File: src/rtl/julia_pkg.sv
// julia_pkg: frame defaults, scheduler states and the iteration-to-shade mapping shared with the display path
package julia_pkg;
   localparam int H_RES_DEF = 1280;
   localparam int V_RES_DEF = 720;
   typedef enum logic [1:0] {IDLE, ISSUE, WAIT, WRITE} sched_state_t;
   function automatic logic [3:0] shade(input logic [8:0] iter);
      return (iter >= 9'd240) ? 4'hf : iter[7:4];
   endfunction
endpackage

File: src/rtl/julia_pixel_cnt.sv
// julia_pixel_cnt: raster x/y walker carrying a running linear address so no multiplier is needed
module julia_pixel_cnt
   import julia_pkg::*;
#(
   parameter int H_RES = H_RES_DEF,
   parameter int V_RES = V_RES_DEF
) (
   input  logic        clk,
   input  logic        rst,
   input  logic        clear,
   input  logic        step,
   output logic [10:0] x,
   output logic [9:0]  y,
   output logic [19:0] addr,
   output logic        last
);
   logic x_end;
   assign x_end = x == 11'(H_RES - 1);
   assign last = x_end && (y == 10'(V_RES - 1));
   always_ff @(posedge clk) begin
      if (rst || clear) begin
         x <= '0;
         y <= '0;
         addr <= '0;
      end else if (step) begin
         x <= x_end ? 11'd0 : x + 11'd1;
         y <= x_end ? y + 10'd1 : y;
         addr <= addr + 20'd1;
      end
   end
endmodule

File: src/rtl/julia_render_sched.sv
// julia_render_sched: walks the frame, starts the engine per pixel and writes one shade per pixel to BRAM
module julia_render_sched
   import julia_pkg::*;
#(
   parameter int H_RES = H_RES_DEF,
   parameter int V_RES = V_RES_DEF,
   parameter int TIMEOUT = 1023
) (
   input  logic        clk,
   input  logic        rst,
   input  logic        redraw_req,
   output logic        eng_start,
   output logic [10:0] eng_x,
   output logic [9:0]  eng_y,
   input  logic        eng_done,
   input  logic [8:0]  eng_iter,
   output logic        wr_en,
   output logic [19:0] wr_addr,
   output logic [3:0]  wr_data,
   output logic        busy,
   output logic        frame_done,
   output logic [7:0]  frame_count
);
   localparam int TW = $clog2(TIMEOUT + 1);
   sched_state_t state;
   logic pending, req, last, clear, step, timed_out;
   logic [TW-1:0] wait_cnt;
   // a request arriving in the same cycle it is consumed counts as already pending
   assign req = pending | redraw_req;
   assign timed_out = wait_cnt == TW'(TIMEOUT - 1);
   assign clear = req && (state == IDLE || state == WRITE);
   assign step = (state == WRITE) && !req && !last;
   assign busy = state != IDLE;
   julia_pixel_cnt #(.H_RES(H_RES), .V_RES(V_RES)) u_cnt (
      .clk(clk),
      .rst(rst),
      .clear(clear),
      .step(step),
      .x(eng_x),
      .y(eng_y),
      .addr(wr_addr),
      .last(last)
   );
   always_ff @(posedge clk) begin
      if (rst) begin
         state <= IDLE;
         pending <= 1'b1;
         eng_start <= 1'b0;
         wr_en <= 1'b0;
         frame_done <= 1'b0;
         wr_data <= '0;
         frame_count <= '0;
         wait_cnt <= '0;
      end else begin
         eng_start <= 1'b0;
         wr_en <= 1'b0;
         frame_done <= 1'b0;
         pending <= req;
         case (state)
            IDLE: if (req) begin
               pending <= 1'b0;
               eng_start <= 1'b1;
               state <= ISSUE;
            end
            ISSUE: begin
               wait_cnt <= '0;
               state <= WAIT;
            end
            WAIT: if (eng_done || timed_out) begin
               wr_data <= eng_done ? shade(eng_iter) : 4'hf;
               wr_en <= 1'b1;
               state <= WRITE;
            end else begin
               wait_cnt <= wait_cnt + 1'b1;
            end
            WRITE: if (req) begin
               pending <= 1'b0;
               eng_start <= 1'b1;
               state <= ISSUE;
            end else if (last) begin
               frame_done <= 1'b1;
               frame_count <= frame_count + 8'd1;
               state <= IDLE;
            end else begin
               eng_start <= 1'b1;
               state <= ISSUE;
            end
            default: state <= IDLE;
         endcase
      end
   end
endmodule

File: config.mk
export PLATFORM = sky130hd
export DESIGN_NAME = julia_render_sched
export DESIGN_NICKNAME = d
export VERILOG_FILES = /design/src/rtl/julia_pkg.sv /design/src/rtl/julia_pixel_cnt.sv /design/src/rtl/julia_render_sched.sv
export SDC_FILE = /design/constraint.sdc
export NUM_CORES = 1
export LEC_CHECK = 0
export CAP_MARGIN = 0
export CORE_AREA = 2 2 85 87
export DETAILED_ROUTE_END_ITERATION = 16
export DIE_AREA = 0 0 87 89
export PLACE_DENSITY = 0.85
export SLEW_MARGIN = 20
export SYNTH_ARGS = -nofsm -noshare
export SYNTH_HDL_FRONTEND = slang
export SYNTH_SLANG_ARGS = --single-unit
File: constraint.sdc
create_clock -name clk -period 2.86 [get_ports clk]
set_clock_uncertainty 0.05 [all_clocks]
set_input_delay 0.286 -clock clk [delete_from_list [all_inputs] [get_ports clk]]
set_output_delay 0.286 -clock clk [all_outputs]
set_load 0.02 [all_outputs]
Word-level counts from Yosys, hierarchy flattened:

Cells that the tools add are included.

* add/subtract/negate cells: 5
* multipliers: 0
* div/mod/pow operators: 0
* order comparisons: 1
* equality and inequality tests: 9
* shift operators: 0
* muxes and demuxes: 17
* bitwise gates (word level): 4
* reductions and logical operators: 20

Operator list (count)
* 10-bit by 1-bit adder with 10-bit output, second input constant: 2
* 20-bit by 1-bit adder with 20-bit output, second input constant: 1
* 10-bit equality test, second input constant: 2
* 10-bit one-hot mux with 2 select lines: 1
* 11-bit by 1-bit adder with 11-bit output, second input constant: 1
* 11-bit equality test, second input constant: 1
* 11-bit 2-to-1 mux: 1
* 10-bit 2-to-1 mux: 1
* 9-bit by 8-bit >= comparator with 1-bit output, second input constant: 1
* 8-bit by 1-bit adder with 8-bit output, second input constant: 1
* 1-bit 2-to-1 mux: 8
* 4-bit 2-to-1 mux: 2
* 2-bit one-hot mux with 4 select lines: 1
* 2-bit AND reduction: 4
* 2-bit != test, second input constant: 3
* 2-bit equality test, second input constant: 2
* 1-bit logical AND: 4
* 2-bit 2-to-1 mux: 2
* 2-bit nonzero test: 2
* 2-bit OR reduction: 2
* 1-bit logical OR: 3
* 1-bit inverter: 3
* 3-bit AND reduction: 1
* 3-bit OR reduction: 1
* other kinds (5): 6

* flip-flop bits (word level): 69
* latch bits: 0
* memory bits (writable): 0
* ROM bits: 0
* bits of input ports: 13
* output and inout bits: 57
* logic and storage cells: 67
* memories kept: 0

Logic depth before layout (Yosys ltp):

Gate-level depths: netlist of the first run.

* word-level depth: 5
* mapped depth: 8
* mapped depth without buffers: 7

By module:

From an unflattened synthesis of the first run, not the netlist that was laid out.

* cell total of the unflattened synthesis: 370
* area, all modules: 3213.1 um^2

Modules (own cells, without submodules)
* julia_pixel_cnt: times used 1, cells each 216, area an instance 1889.3 um^2, sequential area each 820.8 um^2
* julia_render_sched: times used 1, cells each 154, area an instance 1323.8 um^2, sequential area each 560.5 um^2

Least setup slack after synthesis of the first run:

OpenSTA, ideal clock, no wires.

* path kind: register -> register
* start: reg state[1]
* end: reg frame_count[5]
* library setup time: 0.128 ns
* arrival: 2.050 ns
* required time: 2.682 ns
* setup slack: 0.633 ns
* stages on the path, launching flop included: 8
* path buffers: 1
* clock period less this slack: 2.227 ns
* cells stage by stage: dfxtp_1 ha_1 or3b_1 or4_1 buf_2 nor4_2 xnor2_1 nor2_1

* cells in the longest elaborated chain, start to end: 2

Ends and longest elaborated chain
* from (decl): line julia_render_sched.sv:25 `sched_state_t state;`
* from (signal assigned): line julia_render_sched.sv:46 `state <= IDLE;`
* from (signal assigned): line julia_render_sched.sv:63 `state <= ISSUE;`
* from (signal assigned): line julia_render_sched.sv:67 `state <= WAIT;`
* 2-bit equality test: line julia_render_sched.sv:59 `case (state)`
* 3-bit AND reduction (no line)
* to (signal assigned): line julia_render_sched.sv:82 `frame_count <= frame_count + 8'd1;`
* to (decl): line julia_render_sched.sv:22 `output logic [7:0] frame_count`

Every way passes these cells.
A chain may end at the register's enable or synchronous reset.

Final worst setup path of the first run:

* start: reg state[0]
* end: reg frame_count[6]

Same word-level chain as after synthesis.

==> results of run 1 <==
## cells in the final DEF, fill, tap and decap left out, types with 13 or more instances in the layout
cell             count
dfxtp_1             69
clkdlybuf4s50_1     65
nor2_1              58
nand3_1             24
xnor2_1             23
a21oi_1             20
nand2_1             17
nor3_1              15
inv_1               14
xor2_1              13
## worst register-to-register path: cells and delay by family, from the launching register on
family | cells | cell delay (ns)
xor+xnor | 1 | 0.16
flops | 1 | 0.40
simple gates | 4 | 1.53
fa+ha+maj | 1 | 0.26
## power breakdown
part / switching [mW] / total (mW) / internal, mW / leakage, nW
clock network: 0.344 / 0.791 / 0.447 / 0.0968
logic: 0.264 / 0.407 / 0.142 / 0.709
registers: 0.0323 / 1.03 / 1.00 / 0.557
## registers in the layout (all words and copies together), names as in the netlist
register and cells:
eng_start 1, frame_count 8, frame_done 1, pending 1, state 2, u_cnt.addr 20
u_cnt.x 11, u_cnt.y 10, wait_cnt 10, wr_data 4, wr_en 1
## cells by family after synthesis
kind of cell | synth area share
flops | 0.418
buf+inv | 0.0398
simple gates | 0.287
xor+xnor | 0.0955
fa+ha+maj | 0.0379
compound gates | 0.109
mux | 0.0121
## worst paths after layout
check	startpoint	to	slack (ns)
setup / recovery	state[0]	frame_count[6]	0.35
setup reg to reg	state[0]	frame_count[6]	0.35
hold / removal	u_cnt.addr[19]	u_cnt.addr[19]	0.44
hold reg to reg	u_cnt.addr[19]	u_cnt.addr[19]	0.44
## layer usage
metal,up-vias,part of all wire,GRT usage
met5,-,0,0
met4,0,0.020,0.0994
met3,13,0.038,0.0332
met2,73,0.49,0.335
met1,1440,0.45,0.261
li1,1505,-,-
## cell usage after synthesis, types with 7 or more instances
cell and number:
xnor2_1 23, or4_1 10, o31ai_1 7, clkbuf_1 13, inv_1 14, o21ai_0 12
nand3_1 24, nor3_1 15, or3_1 10, nand4_1 12, a21oi_1 20, nand2_1 17
xor2_1 13, ha_1 10, nor2_1 58, dfxtp_1 69
## cell type report
type,count,area share
clock buffer,14,0.0385
clock inverter,1,0.00711
inverter,14,0.0124
multi-input combinational,285,0.423
sequential,69,0.327
tap,80,0.0237
timing repair buffer,73,0.168
==> flow_summary.yaml, run 1 <==
critical_path:
  cp_num_buf_inv: 0
  path_class: "flip-flop to flip-flop"
  required_ns: 3.03
  r2r_cells: 6
  crit_fanout: 8
  cpMaxStageDelayCell: "or4_1"
  startpoint_type: "flip-flop"
  endpoint_kind: "flip-flop"
  cp_cell_sequence: "ha_1 -> or3b_1 -> or4_1 -> nor4_2 -> xnor2_1 -> nor2_1"
  max_stage_delay_ns: 0.74
  crit_family: "simple AND/OR/NAND/NOR gates"
  cp_num_cells: 6
  crit_arrival_ns: 2.69
synth:
  synthDominantCellAreaShare: 0.418
  synth.distinct_cells: 37
  synth_cells: 387
  synth_nets: 410
  synth-edff-count: 0
  yosysSeqAreaShare: 0.418
  async_flop_share: 0
  synth_top_area_cell: "dfxtp_1"
  avgSynthCellArea_um2: 8.53
  syn-cell-area_um2: 3300
  synth_flop_cell: "dfxtp_1"
  ys_top_cells_by_area: "dfxtp_1, nor2_1, xnor2_1"
  ys_ff_latch: 69
  yosysWarnings: 0
die:
  num_rows: 30
  io_pins: 70
  placeableCoreArea_um2: 6720
  start_util: 0.491
  fp.dieArea_um2: 7740
  die_x_um: 87
  die-height_um: 89
layout:
  fin_util: 0.629
  area_delta_synth_final_pct: 28.0
  multi_input_area_um2: 1790
  nNetsFinal: 475
  layout-drive-gt1-share: 0.0636
  antenna_cells: 0
  regArea_um2: 1380
  nFillCells: 575
  finalNonFillerCells: 536
  design_area_um2: 4230
global_routing:
  antenna_found_initial: 0
  grt_remaining_overflow: 0
  grt_pass1_vias: 2798
  grt_max_degree: 33
  grt_pass1_wl_um: 12600
  grtUsageTotal: 0.204
clocking:
  htree_levels: 3
  cts_post_setup_buffers_inserted: 0
  cts_tree: "done"
  clock_latency_ns: 0.34
  numCtsBuffers: 9
  cts_buffer_depth: 2
  holdBufCountCts: 0
  cts-root-buf: "clkbuf_8"
  path_clk_slew_ns: 0.07
  cts.sinks: 69
  cts_resized: 0
pwr:
  p_per_area_nw_per_um2: 528
  p_leak_nw: 1.36
  ir_drop_mv: 0.278
  p_total_mw: 2.23
min_path:
  hold_class: "flip-flop to flip-flop"
  hold_depth: 2
drt:
  drtPass1Iterations: 4
  wl_per_cell_um: 14.4
  drt_iter0_markers: 130
  routed_wl_um: 7740
  drc: 0
  ant_nets: 0
  num_vias: 3031
  viasPerCell: 5.65
place:
  hpwl_um: 5470
  io_buffers: 65
  placed_cell_area_um2: 4030
  gp_congestion: 0.794
  dp.cells: 521
  pre_cts_slack_ns: 0.233
run_status:
  status: "complete, no violations"
timing:
  fin_crit_sh: 0.878
  hold_slack_ns: 0.445
  setup-violations-final: 0
  finalSetupTns_ns: 0
  hold_viol: 0
  fin_ws_ns: 0.349
  drv_slew: 0
  max_freq_ghz: 0.398
  rsz0062_at_grt: "no"
  finalCriticalPeriod_ns: 2.51
  worstMarginPinSlew_ns: 0.611
  maxSlewHeadroom: 0.593
flow_run:
  drv_cap: 0
(Power assumes the default switching activity.)
==> inputs of run 2 (changes only) <==
- GPL_ROUTABILITY_DRIVEN: not set -> 0
==> results of run 2 <==
The final DEF is identical to that of run 1; final timing and power are the same.
==> inputs of run 3 (changes only) <==
- PLACE_DENSITY: 0.85 -> 0.77
==> run 3 against run 2 <==
Clock-buffer cell count up 1. Worst hold slack better by 0.0021 ns. Wire length down 1.1%. Maximum frequency down 1.1%. Power down 0.59%.
==> flow_summary.yaml, run 3 (synthesis results as in run 1) <==
run_status:
  status: "complete, no violations"
clocking:
  htree_levels: 3
  cts.sinks: 69
  holdBufCountCts: 0
  cts-root-buf: "clkbuf_8"
  path_clk_slew_ns: 0.07
  cts_tree: "done"
  cts_buffer_depth: 2
  cts_post_setup_buffers_inserted: 0
  clock_latency_ns: 0.33
  numCtsBuffers: 9
  cts_resized: 0
global_routing:
  grt_use_met2: 0.330
  grtUsageTotal: 0.203
  grt_remaining_overflow: 0
  antenna_found_initial: 0
  grt_max_degree: 23
  grt_pass1_wl_um: 12500
  grt_use_met3: 0.0379
  grt.busiest_layer: "met2"
  grt_pass1_vias: 2784
  grtUsageMet1: 0.260
drt:
  drtPass1Iterations: 4
  num_vias: 2996
  drc: 0
  drt_iter0_markers: 103
  wl_per_cell_um: 14.3
  routed_wl_um: 7650
  ant_nets: 0
  viasPerCell: 5.58
pwr:
  p_per_area_nw_per_um2: 524
  p_leak_nw: 1.37
  ir_drop_mv: 0.269
  p_total_mw: 2.22
layout:
  layout-drive-gt1-share: 0.0700
  design_area_um2: 4240
  final_cell_mix: "dfxtp_1, clkdlybuf4s50_1, nor2_1, nand3_1, xnor2_1"
  area_delta_synth_final_pct: 28.4
  top_regs: "u_cnt.addr: 20 flops, u_cnt.x: 11 flops"
  final_common_cell: "dfxtp_1"
  antenna_cells: 0
  largest-register: "u_cnt.addr"
  nNetsFinal: 476
  fin_util: 0.631
  largest_reg_flops: 20
  nFillCells: 557
critical_path:
  required_ns: 3.03
  crit_start: "state[0]"
  max_stage_delay_ns: 0.73
  cpMaxStageDelayCell: "or4_1"
  crit_fanout: 8
  r2r-start: "state[0]"
  path_class: "flip-flop to flip-flop"
  cp_cell_sequence: "ha_1 -> or3b_1 -> or4_1 -> nor4_2 -> xnor2_1 -> nor2_1"
  crit_arrival_ns: 2.71
  endpoint_kind: "flip-flop"
  startpoint_type: "flip-flop"
timing:
  fin_crit_sh: 0.887
  finalCriticalPeriod_ns: 2.54
  drv_slew: 0
  finalSetupTns_ns: 0
  hold_slack_ns: 0.447
  hold_viol: 0
  setup-violations-final: 0
  rsz0062_at_grt: "no"
  maxSlewHeadroom: 0.631
  max_freq_ghz: 0.394
  worstMarginPinSlew_ns: 0.554
flow_run:
  drv_cap: 0
die:
  fp.dieArea_um2: 7740
  placeableCoreArea_um2: 6720
  io_pins: 70
  start_util: 0.491
  die-height_um: 89
  die_x_um: 87
  num_rows: 30
min_path:
  hold_class: "flip-flop to flip-flop"
  min_from: "u_cnt.addr[19]"
place:
  io_buffers: 65
  placed_cell_area_um2: 4040
  hpwl_um: 5240
-- run 3: cell types whose count changed in the layout (fill, tap and decap cells not counted) --
cell | before | now
bufinv_16 | 1 | 0
clkbuf_1 | 3 | 1
buf_4 | 8 | 9
clkbuf_8 | 11 | 14
-- run 3: power by group --
part           internal [mW]  switching (mW)  leakage, nW
Sequential              1.00          0.0344        0.557
Clock                  0.430           0.336        0.102
Combinational          0.149           0.268        0.714
Total                   1.58           0.638         1.37
-- run 3: critical path, delay by kind of cell (launching register included) --
kind                     cells  cell delay, ns
flip-flops                   1            0.42
AND/OR/NAND/NOR              4            1.53
adder cells (fa/ha/maj)      1            0.28
XOR/XNOR                     1            0.15
-- run 3: final timing paths --
check	depth (start not counted)	end	slack, ns
hold reg to reg	2	u_cnt.addr[19]	0.45
setup / recovery	6	frame_count[5]	0.32
hold / removal	2	u_cnt.addr[19]	0.45
setup reg to reg	6	frame_count[5]	0.32
-- run 3: area by class of cell --
type	instances	area, µm²	area share
Sequential cell	69	1380	0.326
Inverter	14	52.6	0.0124
Multi-Input combinational cell	285	1790	0.422
Tap cell	80	100	0.0236
Clock buffer	15	196	0.0464
Timing Repair Buffer	74	718	0.170
-- run 3: stage by stage --
stage	instances	setup WS [ns]
after floorplan	387	0.633
after global placement	522	0.289
after detailed placement	522	0.277
after CTS	537	0.317
after global routing	537	0.226
final	537	0.322
-- run 3: per-layer routing --
metal  vias to the layer above  share of wire
met3                         8          0.028
li1                       1504              -
met5                         -              0
met4                         0          0.012
met2                        55           0.49
met1                      1429           0.47
